File: src/rtl/gcd_host_pkg.sv
// rtl/gcd_host_pkg.sv - shared state, error codes and timing defaults for the GCD host controller
package gcd_host_pkg;

   typedef enum logic [2:0] {
      IDLE,
      PRST,
      WAIT_X,
      ENT_X,
      WAIT_Y,
      ENT_Y,
      WAIT_HALT,
      DONE
   } state_t;

   typedef enum logic [1:0] {
      ERR_OK         = 2'd0,
      ERR_ZERO       = 2'd1,
      ERR_TIMEOUT    = 2'd2,
      ERR_EARLY_HALT = 2'd3
   } err_t;

   localparam int DEF_W            = 8;
   localparam int DEF_RST_CYCLES   = 1;
   localparam int DEF_PRE_X_CYCLES = 4;
   localparam int DEF_GAP_CYCLES   = 7;
   localparam int DEF_ENTER_CYCLES = 1;
   localparam int DEF_TIMEOUT      = 4096;

   function automatic int max3(input int a, input int b, input int c);
      int m;
      m = (a > b) ? a : b;
      return (m > c) ? m : c;
   endfunction

   // Successor within the operand-entry sequence, once the current dwell expires.
   function automatic state_t next_entry_state(input state_t s);
      case (s)
         WAIT_X:  return ENT_X;
         ENT_X:   return WAIT_Y;
         WAIT_Y:  return ENT_Y;
         default: return WAIT_HALT;
      endcase
   endfunction

endpackage

File: src/rtl/gcd_host_ctrl_timer.sv
// rtl/gcd_host_ctrl_timer.sv - shared dwell counter with clear and terminal-count compare
module gcd_host_timer #(
   parameter int CW = 8
) (
   input  logic          clock,
   input  logic          reset,
   input  logic          clear,
   input  logic          en,
   input  logic [CW-1:0] limit,
   output logic          tc
);

   logic [CW-1:0] count;

   // Count up while enabled; clear wins so each state dwell starts from zero.
   always_ff @(posedge clock or negedge reset) begin
      if (!reset)
         count <= '0;
      else if (clear)
         count <= '0;
      else if (en)
         count <= count + 1'b1;
   end

   assign tc = (count == limit);

endmodule

File: src/rtl/gcd_host_ctrl.sv
// rtl/gcd_host_ctrl.sv - host-side operand entry and result collection for the GCD Processor
module gcd_host_ctrl
   import gcd_host_pkg::*;
#(
   parameter int W            = DEF_W,
   parameter int RST_CYCLES   = DEF_RST_CYCLES,
   parameter int PRE_X_CYCLES = DEF_PRE_X_CYCLES,
   parameter int GAP_CYCLES   = DEF_GAP_CYCLES,
   parameter int ENTER_CYCLES = DEF_ENTER_CYCLES,
   parameter int TIMEOUT      = DEF_TIMEOUT
) (
   input  logic         clock,
   input  logic         reset,
   input  logic         req_valid,
   output logic         req_ready,
   input  logic [W-1:0] req_x,
   input  logic [W-1:0] req_y,
   output logic         rsp_valid,
   input  logic         rsp_ready,
   output logic [W-1:0] rsp_data,
   output logic [1:0]   rsp_err,
   output logic         proc_reset,
   output logic         proc_cheat,
   output logic         proc_enter,
   output logic [W-1:0] proc_min,
   input  logic [W-1:0] proc_mout,
   input  logic         proc_halt
);

   localparam int CW = $clog2(max3(TIMEOUT, PRE_X_CYCLES, GAP_CYCLES) + 1);

   state_t        state;
   err_t          err_q;
   logic [W-1:0]  x_q;
   logic [W-1:0]  y_q;
   logic [W-1:0]  data_q;
   logic          released_q;
   logic [CW-1:0] limit;
   logic          leave;
   logic          tc;
   logic          cnt_en;

   // Per-state dwell limit and the condition under which the state is left.
   // The Y wait is one short because the gap is measured from the last X Enter cycle.
   always_comb begin
      limit = '0;
      leave = 1'b0;
      case (state)
         IDLE:      leave = req_valid;
         PRST:      begin limit = CW'(RST_CYCLES - 1);   leave = tc;             end
         WAIT_X:    begin limit = CW'(PRE_X_CYCLES - 1); leave = tc | proc_halt; end
         ENT_X:     begin limit = CW'(ENTER_CYCLES - 1); leave = tc | proc_halt; end
         WAIT_Y:    begin limit = CW'(GAP_CYCLES - 2);   leave = tc | proc_halt; end
         ENT_Y:     begin limit = CW'(ENTER_CYCLES - 1); leave = tc | proc_halt; end
         WAIT_HALT: begin limit = CW'(TIMEOUT - 1);      leave = tc | proc_halt; end
         DONE:      leave = rsp_ready;
         default:   leave = 1'b0;
      endcase
   end

   assign cnt_en = (state != IDLE) && (state != DONE);

   gcd_host_timer #(.CW(CW)) u_timer (
      .clock (clock),
      .reset (reset),
      .clear (leave),
      .en    (cnt_en),
      .limit (limit),
      .tc    (tc)
   );

   // Run sequencer: accept operands, pulse the Processor through entry, collect the result.
   always_ff @(posedge clock or negedge reset) begin
      if (!reset) begin
         state      <= IDLE;
         err_q      <= ERR_OK;
         x_q        <= '0;
         y_q        <= '0;
         data_q     <= '0;
         released_q <= 1'b0;
      end else begin
         case (state)
            IDLE: begin
               if (req_valid) begin
                  x_q <= req_x;
                  y_q <= req_y;
                  if (req_x == '0 || req_y == '0) begin
                     data_q <= '0;
                     err_q  <= ERR_ZERO;
                     state  <= DONE;
                  end else begin
                     released_q <= 1'b0;
                     state      <= PRST;
                  end
               end
            end
            PRST: begin
               if (tc) begin
                  released_q <= 1'b1;
                  state      <= WAIT_X;
               end
            end
            WAIT_X, ENT_X, WAIT_Y, ENT_Y: begin
               if (proc_halt) begin
                  data_q <= '0;
                  err_q  <= ERR_EARLY_HALT;
                  state  <= DONE;
               end else if (tc) begin
                  state <= next_entry_state(state);
               end
            end
            WAIT_HALT: begin
               if (proc_halt) begin
                  data_q <= proc_mout;
                  err_q  <= ERR_OK;
                  state  <= DONE;
               end else if (tc) begin
                  data_q <= '0;
                  err_q  <= ERR_TIMEOUT;
                  state  <= DONE;
               end
            end
            DONE: begin
               if (rsp_ready)
                  state <= IDLE;
            end
            default: state <= IDLE;
         endcase
      end
   end

   assign req_ready  = (state == IDLE);
   assign rsp_valid  = (state == DONE);
   assign rsp_data   = data_q;
   assign rsp_err    = err_q;
   assign proc_reset = released_q;
   assign proc_cheat = 1'b0;
   assign proc_enter = (state == ENT_X) || (state == ENT_Y);
   assign proc_min   = (state == ENT_X) ? x_q :
                       (state == ENT_Y) ? y_q : '0;

endmodule

File: config.mk
export PLATFORM = sky130hd
export DESIGN_NAME = gcd_host_ctrl
export DESIGN_NICKNAME = d
export VERILOG_FILES = /design/src/rtl/gcd_host_pkg.sv /design/src/rtl/gcd_host_ctrl_timer.sv /design/src/rtl/gcd_host_ctrl.sv
export SDC_FILE = /design/constraint.sdc
export NUM_CORES = 1
export LEC_CHECK = 0
export CORE_MARGIN = 2
export CORE_UTILIZATION = 45
export CTS_CLUSTER_SIZE = 28
export DETAILED_ROUTE_END_ITERATION = 6
export PLACE_DENSITY = 0.84
export SYNTH_ARGS = -nofsm -noshare
export SYNTH_HDL_FRONTEND = slang
export SYNTH_SLANG_ARGS = --single-unit
File: constraint.sdc
create_clock -name clock -period 2.1 [get_ports clock]
set_input_delay 0.42 -clock clock [delete_from_list [all_inputs] [get_ports clock]]
set_output_delay 0.42 -clock clock [all_outputs]
set_load 0.02 [all_outputs]
Word-level counts from Yosys, hierarchy flattened:

Cells that the tools add are included.

* word-level logic and storage cells: 74
* output and inout port bits: 23
* input bits: 29
* bits in registers: 43

* bitwise logic cells: 1
* reductions and logical operators: 16
* equal/unequal tests: 17
* add/sub/neg operators: 1
* muxes and demuxes: 32

Operators by type and width (count)
* 2-to-1 mux 8 bit: 7
* one-hot mux 12 bit (3 select lines): 1
* 2-to-1 mux 13 bit: 2
* 2-to-1 mux 3 bit: 8
* one-hot mux 8 bit (3 select lines): 1
* logical NOT 8 bit: 2
* one-hot mux 3 bit (5 select lines): 1
* adder 13 x 1 -> 13 bit, second input constant: 1
* == test 13 x 12 -> 1 bit: 1
* == test 3 bit, second input constant: 4
* 2-to-1 mux 2 bit: 5
* AND reduction 5 bit: 2
* != test 3 bit, second input constant: 3
* one-hot mux 3 bit (3 select lines): 1
* != test 2 bit, second input constant: 4
* == test 3 x 2 -> 1 bit, second input constant: 2
* one-hot mux 2 bit (3 select lines): 1
* nonzero test 3 bit: 2
* OR reduction 5 bit: 1
* != test 2 x 1 -> 1 bit, second input constant: 2
* one-hot mux 1 bit (4 select lines): 1
* AND reduction 4 bit: 1
* nonzero test 2 bit: 2
* OR reduction 4 bit: 1
* 8 further kinds: 11

Logic depth before layout (Yosys ltp):

* depth after elaboration: 6
* depth in mapped cells: 9
* mapped depth without buffers: 6

Hierarchy:

A second synthesis with hierarchy kept.

* cells, all modules: 218
* area total of the unflattened synthesis: 2392.3 um^2

Modules (own cells, without submodules)
* gcd_host_ctrl: times used 1, seq. area each 750.7 um^2, area each 1570.3 um^2, cells an instance 138
* gcd_host_timer: times used 1, seq. area each 325.3 um^2, area each 822.0 um^2, cells an instance 80

Least setup slack after synthesis:

Ideal clock, no wire load.

* path type: flip-flop to flip-flop
* start: reg state[1]
* end: reg x_q[0]
* setup time: 0.125 ns
* buffers on the path: 3
* required time: 1.975 ns
* clock period less this slack: 2.062 ns
* path slack: 0.038 ns
* arrival time: 1.937 ns
* cell stages (with the launch flop): 8
* path through: dfrtp_1 buf_4 or3_1 inv_2 and2_1 buf_2 buf_2 mux2_2

* cells in the longest elaborated chain, start to end: 2

RTL lines
* start: declaration: RTL line gcd_host_ctrl.sv:32 `state_t state;`
* start signal: assignment: RTL line gcd_host_ctrl.sv:109 `state <= next_entry_state(state);`
* logical NOT 3 bit
* net req_ready: RTL line gcd_host_ctrl.sv:15 `output logic req_ready,`
* AND reduction 2 bit (no line)
* end signal: assignment: RTL line gcd_host_ctrl.sv:85 `x_q <= req_x;`
* end: declaration: RTL line gcd_host_ctrl.sv:34 `logic [W-1:0] x_q;`

The timed path passes the listed nets, and every way through them passes these cells.
A chain may end at the register's enable or synchronous reset.

Worst setup path in the final report:

* start: reg state[2]
* end: reg u_timer.count[10]

* cells in the longest elaborated chain, start to end: 6
* elaborated cells on any way between the ends: 18
* those cells by class: 9 x eq/ne; 3 x mux; 1 x bitwise; 5 x reduce/logical

RTL lines
* == test 3 bit / == test 3 x 2 -> 1 bit (equally long branches): RTL line gcd_host_ctrl.sv:48 `case (state)`
* one-hot mux 12 bit (3 select lines): RTL line gcd_host_ctrl.sv:48
* == test 13 x 12 -> 1 bit: RTL line gcd_host_ctrl_timer.sv:25 `assign tc = (count == limit);`
* bitwise OR 1 bit
* one-hot mux 1 bit (4 select lines): RTL line gcd_host_ctrl.sv:48
* 2-to-1 mux 13 bit / nonzero test 2 bit (equally long branches)
* end signal: assignment: RTL line gcd_host_ctrl_timer.sv:22 `count <= count + 1'b1;`
* end: declaration: RTL line gcd_host_ctrl_timer.sv:13 `logic [CW-1:0] count;`

Several ways; a longest one is shown, not always the timed one.

==> report_table.html <==
<table>
<tr><th>Metric</th><th>Value</th></tr>
<tr><th colspan="2">Final layout</th></tr>
<tr><td>Final cell count without fillers</td><td>408</td></tr>
<tr><td>Signed area change from the synthesized netlist to the final layout</td><td>33.4%</td></tr>
<tr><td>Final antenna diode count</td><td>0</td></tr>
<tr><td>Fraction of layout instances using a drive strength above 1</td><td>24.4%</td></tr>
<tr><td>Final nets</td><td>367</td></tr>
<tr><th colspan="2">CTS</th></tr>
<tr><td>Clock insertion delay at the later pin of the skew report</td><td>300 ps</td></tr>
<tr><td>Clock root buffer</td><td>sky130_fd_sc_hd__clkbuf_8</td></tr>
<tr><td>Number of clock buffers inserted by TritonCTS</td><td>5</td></tr>
<tr><td>Worst-path clk slew</td><td>about 80 ps</td></tr>
<tr><td>Total number of H-tree levels</td><td>2</td></tr>
<tr><td>Sink count of the clock tree</td><td>43</td></tr>
<tr><td>Clock tree from TritonCTS</td><td>built</td></tr>
<tr><td>Clock buffer depth</td><td>2</td></tr>
<tr><th colspan="2">Yosys</th></tr>
<tr><td>Top_reg_cell synth</td><td>sky130_fd_sc_hd__dfrtp_1</td></tr>
<tr><td>#FFs+latches synth</td><td>43</td></tr>
<tr><td>Yosys warnings</td><td>0</td></tr>
<tr><td>Fraction of post-synthesis cell area in the top cell type by area</td><td>a little over two fifths</td></tr>
<tr><td>Synthesized netlist cell count</td><td>between 200 and 300</td></tr>
<tr><td>Share of synthesized area occupied by flip-flops and latches</td><td>a little over two fifths</td></tr>
<tr><td>Number of enable-type register cells in the synthesized netlist</td><td>0</td></tr>
<tr><td>Netlist area before placement</td><td>~0.0025 sq mm</td></tr>
<tr><td>FFs w/ async S/R, synth</td><td>100%</td></tr>
<tr><td>Average cell area after synthesis</td><td>approximately 9.2 sq um</td></tr>
<tr><td>Syn Nets</td><td>roughly 300</td></tr>
<tr><td>Synth cell types</td><td>47</td></tr>
<tr><td>Main area contributors after synthesis</td><td>sky130_fd_sc_hd__dfrtp_1 (43%), sky130_fd_sc_hd__mux2_2 (7.2%), sky130_fd_sc_hd__nand3_1 (5.6%)</td></tr>
<tr><td>Yosys top cell by area</td><td>sky130_fd_sc_hd__dfrtp_1</td></tr>
<tr><th colspan="2">Timing</th></tr>
<tr><td>Fin Hold WS</td><td>around 80 ps</td></tr>
<tr><td>Peak Freq</td><td>between 400 and 500 MHz</td></tr>
<tr><td>Final critical delay including setup and external delays</td><td>2080 ps</td></tr>
<tr><td>Setup violations, final</td><td>0</td></tr>
<tr><td>Normalized max-slew margin</td><td>about 67%</td></tr>
<tr><td>Hold Violations, Final</td><td>0</td></tr>
<tr><td>RSZ-0062 raised after global routing</td><td>true</td></tr>
<tr><td>Worst slew pin tran</td><td>499 ps</td></tr>
<tr><td>Number of slew-limit violations in the final report</td><td>0</td></tr>
<tr><td>Share of the clock period used by the worst path</td><td>99.2%</td></tr>
<tr><td>Worst-case clock skew</td><td>11.4 ps</td></tr>
<tr><th colspan="2">Floorplanning</th></tr>
<tr><td>Die width</td><td>between 70 and 80 um</td></tr>
<tr><td>Number of top-level pins</td><td>52</td></tr>
<tr><td>Die ar.</td><td>just over 0.006 sq mm</td></tr>
<tr><td>Die H</td><td>78.6 um</td></tr>
<tr><td>Starting Density</td><td>between 40% and 50%</td></tr>
<tr><td>Core outline area</td><td>0.00544 sq mm</td></tr>
<tr><td>Count of standard-cell rows</td><td>27</td></tr>
<tr><th colspan="2">Placement</th></tr>
<tr><td>PortBufs</td><td>50</td></tr>
<tr><td>Detailed placement HPWL</td><td>roughly 4.7 mm</td></tr>
<tr><td>Final estimated routing congestion in global placement</td><td>about 0.9</td></tr>
<tr><td>Number of cells in the design after placement</td><td>roughly 400</td></tr>
<tr><th colspan="2">Setup path</th></tr>
<tr><td>Bufs and invs on worst path</td><td>2</td></tr>
<tr><td>Reg-to-reg setup timing slack</td><td>roughly 16 ps</td></tr>
<tr><td>FF-to-FF Start</td><td>state[2]$_DFFE_PN0P_</td></tr>
<tr><td>Data required time of the worst path</td><td>between 2000 and 2500 ps</td></tr>
<tr><td>Worst stage delay on the critical path</td><td>440 ps</td></tr>
<tr><td>Cell count of the worst reg-to-reg path</td><td>7</td></tr>
<tr><td>Critical Path Start Type</td><td>register</td></tr>
<tr><td>Critical path type</td><td>register to register</td></tr>
<tr><td>Crit end category</td><td>register</td></tr>
<tr><td>Data arrival at the endpoint of the critical path</td><td>2250 ps</td></tr>
<tr><td>Largest driver fanout on the critical path</td><td>5</td></tr>
<tr><td>List of cells traversed by the critical path</td><td>or3b_1 -&gt; a211o_1 -&gt; a211o_1 -&gt; o31ai_4 -&gt; buf_6 -&gt; clkbuf_16 -&gt; a21oi_2</td></tr>
<tr><td>Worst reg2reg endpoint</td><td>u_timer.count[10]$_DFFE_PN0P_</td></tr>
<tr><td>Most frequent cell on the critical path</td><td>sky130_fd_sc_hd__a211o_1</td></tr>
<tr><td>Slowest cell on the critical path</td><td>sky130_fd_sc_hd__dfrtp_1</td></tr>
<tr><td>CP top delay family</td><td>compound AO/OA/AOI/OAI gates</td></tr>
<tr><th colspan="2">Drt</th></tr>
<tr><td>Via total after detailed routing</td><td>2347</td></tr>
<tr><td>Antenna-violating nets left</td><td>0</td></tr>
<tr><td>Number of violations reported at the end of detailed-routing iteration 0</td><td>around 180</td></tr>
<tr><td>Post-route DRC</td><td>0</td></tr>
<tr><td>First-pass iteration count of the detailed router</td><td>5</td></tr>
<tr><td>Via density per instance</td><td>between 5 and 6</td></tr>
<tr><td>Post-DR wirelength/cell</td><td>16.1 um</td></tr>
<tr><td>Aggregate routed wire length</td><td>around 6.6 mm</td></tr>
<tr><th colspan="2">Hold path</th></tr>
<tr><td>Worst min path class</td><td>input port to async pin</td></tr>
<tr><th colspan="2">Pwr</th></tr>
<tr><td>Cell area power density</td><td>1320 mW/mm^2</td></tr>
<tr><td>Overall power consumption</td><td>about 4400 uW</td></tr>
<tr><td>Peak supply drop</td><td>0.000715 V</td></tr>
<tr><td>Leakage power total</td><td>0.00139 uW</td></tr>
<tr><th colspan="2">Global routing</th></tr>
<tr><td>Antenna violations before repair</td><td>0</td></tr>
<tr><td>Global Route Usage Sum</td><td>22.0%</td></tr>
<tr><td>Global-route congestion overflow total</td><td>0</td></tr>
<tr><td>First-pass GRT wire length</td><td>roughly 11 mm</td></tr>
<tr><td>Vias in the first global route</td><td>between 2000 and 2500</td></tr>
<tr><td>Largest net degree at the start of global routing</td><td>22</td></tr>
<tr><th colspan="2">Job</th></tr>
<tr><td>Count of maximum capacitance violations</td><td>0</td></tr>
<tr><th colspan="2">Run status</th></tr>
<tr><td>Result of the run</td><td>complete, no violations</td></tr>
</table>
## Yosys cell counts (3+ instances only)
| library cell | n |
|---|---|
| sky130_fd_sc_hd__o21a_1 | 3 |
| sky130_fd_sc_hd__mux2_2 | 16 |
| sky130_fd_sc_hd__nor2_1 | 21 |
| sky130_fd_sc_hd__buf_2 | 6 |
| sky130_fd_sc_hd__clkbuf_1 | 9 |
| sky130_fd_sc_hd__dfrtp_1 | 43 |
| sky130_fd_sc_hd__nand2_1 | 20 |
| sky130_fd_sc_hd__a22oi_1 | 9 |
| sky130_fd_sc_hd__xor2_1 | 7 |
| sky130_fd_sc_hd__xnor2_1 | 6 |
| sky130_fd_sc_hd__buf_6 | 3 |
| sky130_fd_sc_hd__nor3_1 | 4 |
| sky130_fd_sc_hd__nor4_1 | 5 |
| sky130_fd_sc_hd__nand3_1 | 28 |
| sky130_fd_sc_hd__inv_1 | 6 |
| sky130_fd_sc_hd__o21ai_0 | 14 |
| sky130_fd_sc_hd__nor3b_1 | 8 |
| sky130_fd_sc_hd__nand2b_1 | 4 |
| sky130_fd_sc_hd__a21oi_1 | 19 |
## metrics by stage
stage	setup WS [ps]	TNS (ps)	cell area [sq um]	util [%]
5_1_grt	-70.3	-481	3340	61.4
6_report	16.5	0	3340	61.4
4_1_cts	5.49	0	3270	60.1
3_3_place_gp	-62.5	-149	3190	58.7
3_5_place_dp	-83.0	-801	3190	58.7
2_1_floorplan	38.4	0	2500	-
## cell type report
class / count / area (sq um)
fill: 458 / 2100
multi-input combinational: 201 / 1350
sequential: 43 / 1080
timing repair buffer: 79 / 718
tap: 72 / 90.1
clock buffer: 5 / 68.8
inverter: 7 / 26.3
clock inverter: 1 / 7.51
## routing by layer
metal	vias to the layer above	GRT usage (%)	part of all wire, %
li1	1103	-	-
met1	1157	30.0	43
met2	75	34.5	50
met3	12	3.79	5.2
met4	0	8.95	2.1
met5	-	0	0
## timing repair
| item | in CTS | in global routing |
|---|---|---|
| setup endpoints to repair | 25 | 26 |
| setup buffers | 0 | 2 |
| pin swaps | 0 | 1 |
| gates resized for setup | 17 | 33 |
| hold buffers | 0 | 0 |
| gates cloned | 0 | 1 |
## worst max-delay path by stage
stage / from / endpoint / cells after the start
finish: state[2]$_DFFE_PN0P_ / u_timer.count[10]$_DFFE_PN0P_ / 7
global route: state[2]$_DFFE_PN0P_ / state[1]$_DFFE_PN0P_ / 5
CTS: state[2]$_DFFE_PN0P_ / u_timer.count[4]$_DFFE_PN0P_ / 6
detailed placement: proc_halt / state[2]$_DFFE_PN0P_ / 6
global placement: state[2]$_DFFE_PN0P_ / u_timer.count[7]$_DFFE_PN0P_ / 8
floorplan: state[1]$_DFFE_PN0P_ / x_q[0]$_DFFE_PN0P_ / 7
## power by group
| part | total, uW | leakage (uW) | switching [uW] | internal, uW |
|---|---|---|---|---|
| Clock | 497 | 0.0000361 | 276 | 221 |
| Combinational | 2580 | 0.000807 | 1370 | 1210 |
| Sequential | 1330 | 0.000550 | 214 | 1120 |
| Total | 4410 | 0.00139 | 1860 | 2550 |
## kinds of logic after synthesis
kind of cell | Yosys count | synth area share [%]
fa+ha+maj | 1 | 0.500
flops | 43 | 43.0
xor+xnor | 13 | 4.55
compound gates | 63 | 16.7
buf+inv | 28 | 5.75
other cells | 1 | 0.150
mux | 17 | 7.60
simple gates | 106 | 21.8
## worst reg2reg max path, delay by kind of cell (launching register included)
kind / cells / cell delay [ps]
buffers and inverters: 2 / 320
AND/OR/NAND/NOR: 1 / 370
flip-flops: 1 / 440
AO/OA/AOI/OAI: 4 / 830
## sequential cells by signal, indices dropped and copies added (netlist names)
register / flops
u_timer.count: 13
proc_reset: 1
state: 3
y_q: 8
x_q: 8
rsp_data: 8
rsp_err: 2
## placed cells by master, fill, tap and decap left out, types with 4 or more instances in the layout
cell                              netlist  final
sky130_fd_sc_hd__dfrtp_1               43     41
sky130_fd_sc_hd__clkdlybuf4s50_1        0     38
sky130_fd_sc_hd__nand3_1               28     28
sky130_fd_sc_hd__buf_4                  2     23
sky130_fd_sc_hd__nor2_1                21     21
sky130_fd_sc_hd__nand2_1               20     20
sky130_fd_sc_hd__mux2_2                16     16
sky130_fd_sc_hd__o21ai_0               14     13
sky130_fd_sc_hd__a21oi_2                0     10
sky130_fd_sc_hd__a22oi_1                9      9
sky130_fd_sc_hd__a21oi_1               19      9
sky130_fd_sc_hd__nor3b_1                8      8
sky130_fd_sc_hd__clkbuf_2               1      8
sky130_fd_sc_hd__xor2_1                 7      7
sky130_fd_sc_hd__xnor2_1                6      6
sky130_fd_sc_hd__inv_1                  6      5
sky130_fd_sc_hd__nor4_1                 5      5
sky130_fd_sc_hd__clkbuf_8               0      5
sky130_fd_sc_hd__nor3_1                 4      4
(Power assumes the default switching activity.)
